--- src/rtl/sort4_seq_pkg.sv ---
// sort4_seq_pkg: shared state encoding, element width and swap-counter sizing
package sort4_seq_pkg;
    typedef enum logic [1:0] {IDLE = 2'd0, CMP = 2'd1, DONE = 2'd2} state_t;
    localparam int W = 4;
    function automatic int scw(input int n);
        return $clog2(n * (n - 1) / 2 + 1);
    endfunction
endpackage

--- src/rtl/sort4_seq_if.sv ---
// sort4_seq_if: start/data request and sorted-result bundle for sort4_seq
interface sort4_seq_if #(parameter int N = 4);
    import sort4_seq_pkg::*;
    localparam int SCW = scw(N);
    logic           start;
    logic [N*W-1:0] data_in;
    logic           busy;
    logic           done;
    logic [N*W-1:0] data_out;
    logic [SCW-1:0] swap_count;
    modport master(output start, data_in, input busy, done, data_out, swap_count);
    modport slave(input start, data_in, output busy, done, data_out, swap_count);
endinterface

--- src/rtl/sort4_seq_comp4bit.sv ---
// comp4bit: unsigned 4-bit magnitude comparator
module comp4bit (
    input  logic [3:0] a,
    input  logic [3:0] b,
    output logic       agtb,
    output logic       aeqb,
    output logic       altb
);
    assign agtb = a > b;
    assign aeqb = a == b;
    assign altb = a < b;
endmodule

--- src/rtl/sort4_seq.sv ---
// sort4_seq: stable bubble sort of N 4-bit elements, one shared comparison per clock,
// with early termination and a swap count
module sort4_seq
    import sort4_seq_pkg::*;
#(
    parameter int N = 4
) (
    input  logic       clk,
    input  logic       rst,
    sort4_seq_if.slave bus
);
    localparam int SCW = scw(N);
    localparam int JW = $clog2(N);
    localparam logic [JW-1:0] LAST = JW'(N - 2);
    state_t         r_state, w_next;
    logic [W-1:0]   r_el [N];
    logic [W-1:0]   w_el [N];
    logic [JW-1:0]  r_j, r_pass, w_j1;
    logic           r_swapped, w_agtb, w_last, w_swapped, w_more;
    logic           w_unused_eq, w_unused_lt;
    logic [SCW-1:0] r_cnt, w_cnt, r_swap_count;
    logic [N*W-1:0] r_data_out, w_packed;

    assign w_j1 = r_j + 1'b1;

    comp4bit u_cmp (
        .a    (r_el[r_j]),
        .b    (r_el[w_j1]),
        .agtb (w_agtb),
        .aeqb (w_unused_eq),
        .altb (w_unused_lt)
    );

    // pass p ends at j = N-2-p; another pass only if something moved and passes remain
    assign w_last    = (r_j + r_pass) >= LAST;
    assign w_swapped = r_swapped | w_agtb;
    assign w_more    = w_swapped && (r_pass < LAST);
    assign w_cnt     = r_cnt + SCW'(w_agtb);

    always_comb begin
        w_el = r_el;
        w_el[r_j]  = w_agtb ? r_el[w_j1] : r_el[r_j];
        w_el[w_j1] = w_agtb ? r_el[r_j] : r_el[w_j1];
        for (int k = 0; k < N; k++) w_packed[k*W +: W] = w_el[k];
    end

    always_ff @(posedge clk) r_state <= rst ? IDLE : w_next;

    always_comb begin
        w_next = (r_state == IDLE) ? (bus.start ? CMP : IDLE) :
                 (r_state == CMP)  ? ((w_last && !w_more) ? DONE : CMP) : IDLE;
    end

    always_comb begin
        bus.busy       = r_state == CMP;
        bus.done       = r_state == DONE;
        bus.data_out   = r_data_out;
        bus.swap_count = r_swap_count;
    end

    // results are latched on the final comparison so they are valid during DONE
    always_ff @(posedge clk) begin
        if (rst) begin
            for (int k = 0; k < N; k++) r_el[k] <= '0;
            r_j          <= '0;
            r_pass       <= '0;
            r_swapped    <= 1'b0;
            r_cnt        <= '0;
            r_data_out   <= '0;
            r_swap_count <= '0;
        end else if (r_state == IDLE && bus.start) begin
            for (int k = 0; k < N; k++) r_el[k] <= bus.data_in[k*W +: W];
            r_j       <= '0;
            r_pass    <= '0;
            r_swapped <= 1'b0;
            r_cnt     <= '0;
        end else if (r_state == CMP) begin
            r_el      <= w_el;
            r_cnt     <= w_cnt;
            r_j       <= w_last ? '0 : w_j1;
            r_pass    <= (w_last && w_more) ? r_pass + 1'b1 : r_pass;
            r_swapped <= w_last ? 1'b0 : w_swapped;
            if (w_last && !w_more) begin
                r_data_out   <= w_packed;
                r_swap_count <= w_cnt;
            end
        end
    end
endmodule

--- src/flat_wrapper.sv ---
// flat-port wrapper written by rule: the top's interface ports become plain ports
module sort4_seq_flat import sort4_seq_pkg::*;
#(
    parameter int N = 4
)
  (clk, rst, bus_start, bus_data_in, bus_busy, bus_done, bus_data_out, bus_swap_count);
  sort4_seq_if #(.N(N)) bus_i ();
  input  logic clk;
  input  logic rst;
  input wire logic [$bits(bus_i.start)-1:0] bus_start;
  input wire logic [$bits(bus_i.data_in)-1:0] bus_data_in;
  output wire logic [$bits(bus_i.busy)-1:0] bus_busy;
  output wire logic [$bits(bus_i.done)-1:0] bus_done;
  output wire logic [$bits(bus_i.data_out)-1:0] bus_data_out;
  output wire logic [$bits(bus_i.swap_count)-1:0] bus_swap_count;
  assign bus_i.start = bus_start;
  assign bus_i.data_in = bus_data_in;
  assign bus_busy = bus_i.busy;
  assign bus_done = bus_i.done;
  assign bus_data_out = bus_i.data_out;
  assign bus_swap_count = bus_i.swap_count;
  sort4_seq #(.N(N)) u_core (.clk(clk), .rst(rst), .bus(bus_i));
endmodule
--- config.mk ---
export PLATFORM = sky130hd
export DESIGN_NAME = sort4_seq_flat
export DESIGN_NICKNAME = d
export VERILOG_FILES = /design/src/rtl/sort4_seq_pkg.sv /design/src/rtl/sort4_seq_if.sv /design/src/rtl/sort4_seq_comp4bit.sv /design/src/rtl/sort4_seq.sv /design/src/flat_wrapper.sv
export SDC_FILE = /design/constraint.sdc
export NUM_CORES = 1
export LEC_CHECK = 0
export CAP_MARGIN = 20
export CORE_MARGIN = 2
export CORE_UTILIZATION = 34
export DETAILED_ROUTE_END_ITERATION = 10
export HOLD_SLACK_MARGIN = 0.12
export PLACE_DENSITY = 0.52
export REMOVE_ABC_BUFFERS = 1
export SETUP_SLACK_MARGIN = 0.4
export SYNTH_ARGS = -nofsm -noshare
export SYNTH_HDL_FRONTEND = slang
export SYNTH_HIERARCHICAL = 1
export SYNTH_SLANG_ARGS = --single-unit
--- constraint.sdc ---
create_clock -name clk -period 4.4 [get_ports clk]
set_input_delay 0.44 -clock clk [delete_from_list [all_inputs] [get_ports clk]]
set_output_delay 0.44 -clock clk [all_outputs]
set_load 0.005 [all_outputs]
==> results.ini <==
[cells_and_area]
syn2layout_area_growth_pct=15.45
postLayoutCoreUtil_pct=40.68
stdcell_area_um2=4468
final_nets=512
layout_commonest_cell=a21oi_1
n_fill_cell=1078
antenna_cells=0
drive_above_1_share_pct=14.17
layout_common_cells=a21oi_1, dfxtp_1, clkdlybuf4s50_1

[worst_setup_path]
critical_path_class=reg2reg
cp_slowest_cell=ha_2
slowest_delay_ps=530
cp_data_arrival_time_ps=3940
crit_end=u_core/bus.data_out[11]$_SDFFE_PP0P_
cp_top_family=simple AND/OR/NAND/NOR gates
r2r_end=u_core/bus.data_out[11]$_SDFFE_PP0P_
timing.rr.start=u_core/r_j[1]$_SDFFE_PP0P_
path_common_cell=inv_1
cp_num_buf_inv=4
critPathMaxFanout=39
cp.depth=16
worst_r2r_path_depth=16
crit_chain=inv_1 > ha_2 > mux2_2 > mux2i_1 > inv_1 > inv_1 > ha_1 > nor2b_4 > o21bai_4 > a21oi_2 > buf_12 > or2_2 > nor3_1 > o32ai_2 > o211ai_1 > a22o_1
end_kind=flip-flop
r2r_setup_slack_ps=690
cp.required_ps=4630
setup.worst_path.start=u_core/r_j[1]$_SDFFE_PP0P_
startpoint_type=flip-flop

[cts]
clk_pin_slew_ps=60
numClockSinks=45
clk_path_buf_depth=2
cts.htree.levels=2
post-cts-setup-buffers=0
cts_root_buf=clkbuf_16
clkLatencyLatePin_ps=290
cts_tree=built
numCtsBuffers=5

[routing]
vias=3778
dr.pass1.iters=5
wire_per_inst_um=20.35
via_per_inst=6.094
first_iter_violations=376
ant_nets=0
drc_errors=0
totalWireLength_mm=12.62

[pwr]
vdd_drop_max_uv=250.2
clkPwrFrac_pct=24.6
p_sw_mw=0.7129
p_per_area_nw_per_um2=389.6
seqPwrFrac_pct=28.5
p_leak_nw=1.577
p_int_mw=1.028
power.total_mw=1.741
p_comb_share_pct=46.9
swShare_pct=40.95

[sta]
worst_slew_pin_slew_ps=877.9
hold_violations=0
max_freq_mhz=269.7
setup_viol=0
hold_ws_ps=468.9
maxSlewHeadroom_pct=41.47
drv_slew=0
clock_skew_ps=2.813
grt_setup_unrepaired=false
post-route-min-period_ps=3708
finalCritPeriodShare_pct=84.27
setup_tns_ps=0

[floorplanning]
core_um2=10980
fp.dieH_um=110.7
start_util_pct=35.24
die-area_um2=12250
num_rows=38
die_x_um=110.7
io_pins=40

[synthesis]
netlist_area_um2=3870
syn_area_per_cell_um2=8.234
yosysWarnings=6
netlist_instances=470

[placement]
io_buffers=39
gp_congestion=0.9565
dp.final_hpwl_mm=9.035
placed_cell_area_um2=4293

[global_routing]
grt_max_degree=56
grt_overflow_total=0
grt_first_pass_wirelength_mm=20.18
grt_pass1_vias=3559
antenna_found_initial=0
track_usage_pct=20.34

[run]
cap_viol_max_count=0

[outcome]
status=complete, no violations

[hold_path]
hp-class=reg2reg

[power groups by stage]
stage          clock [mW]  combinational [mW]  sequential (mW)
4_1_cts             0.441               0.807            0.493
2_1_floorplan           0               0.545            0.482
5_1_grt             0.455               0.890            0.498
3_5_place_dp            0               0.801            0.502
6_report            0.428               0.816            0.497
3_3_place_gp            0               0.803            0.502
[per-stage QoR]
| stage | std cells | setup WS [ps] |
|---|---|---|
| 2_1_floorplan | 423 | -1122 |
| 3_3_place_gp | 612 | 594.0 |
| 3_5_place_dp | 612 | 497.7 |
| 4_1_cts | 620 | 447.1 |
| 5_1_grt | 620 | 428.5 |
| 6_report | 620 | 692.3 |
[flip-flops by register name (all words and copies together) (netlist names)]
| name | count |
|---|---|
| u_core/bus.data_out | 16 |
| u_core/r_el | 16 |
| u_core/bus.swap_count | 3 |
| u_core/r_cnt | 3 |
| u_core/r_j | 2 |
| u_core/r_pass | 2 |
| u_core/r_state | 2 |
| u_core/r_swapped | 1 |
[cell type report]
class,count,area (µm²),share of cell area (%)
inverters,20,75.07,1.680
flip-flops and latches,45,902.1,20.19
clock inverters,2,38.79,0.8681
well taps,140,175.2,3.920
repair buffers,49,478.0,10.70
multi-input cells,358,2670,59.76
clock buffers,6,128.9,2.884
[how the worst min path moves through the flow]
stage	startpoint	endpoint	slack [ps]	cells after the start
floorplan	u_core/r_cnt[0]$_SDFFE_PP0P_	u_core/r_cnt[0]$_SDFFE_PP0P_	440	2
detailed placement	u_core/bus.data_out[9]$_SDFFE_PP0P_	u_core/bus.data_out[9]$_SDFFE_PP0P_	450	1
finish	u_core/bus.data_out[13]$_SDFFE_PP0P_	u_core/bus.data_out[13]$_SDFFE_PP0P_	470	1
global placement	u_core/r_cnt[0]$_SDFFE_PP0P_	u_core/r_cnt[0]$_SDFFE_PP0P_	450	2
global route	u_core/bus.data_out[6]$_SDFFE_PP0P_	u_core/bus.data_out[6]$_SDFFE_PP0P_	490	1
CTS	u_core/bus.data_out[9]$_SDFFE_PP0P_	u_core/bus.data_out[9]$_SDFFE_PP0P_	470	1
[per-layer routing]
layer,vias to the layer above,wire length [µm],track usage (%)
li1,1792,-,-
met2,142,5655,30.84
met4,0,252,6.167
met3,23,938,2.406
met5,-,0,0
met1,1821,5775,30.08
[repair_timing]
| item | in CTS | in global routing |
|---|---|---|
| hold buffers | 0 | 0 |
| endpoints found under the hold margin | 0 | 0 |
| endpoints found under the setup margin | 0 | 22 |
| gates resized for setup | 0 | 2 |
No activity file was read; power rests on OpenSTA's default activity.
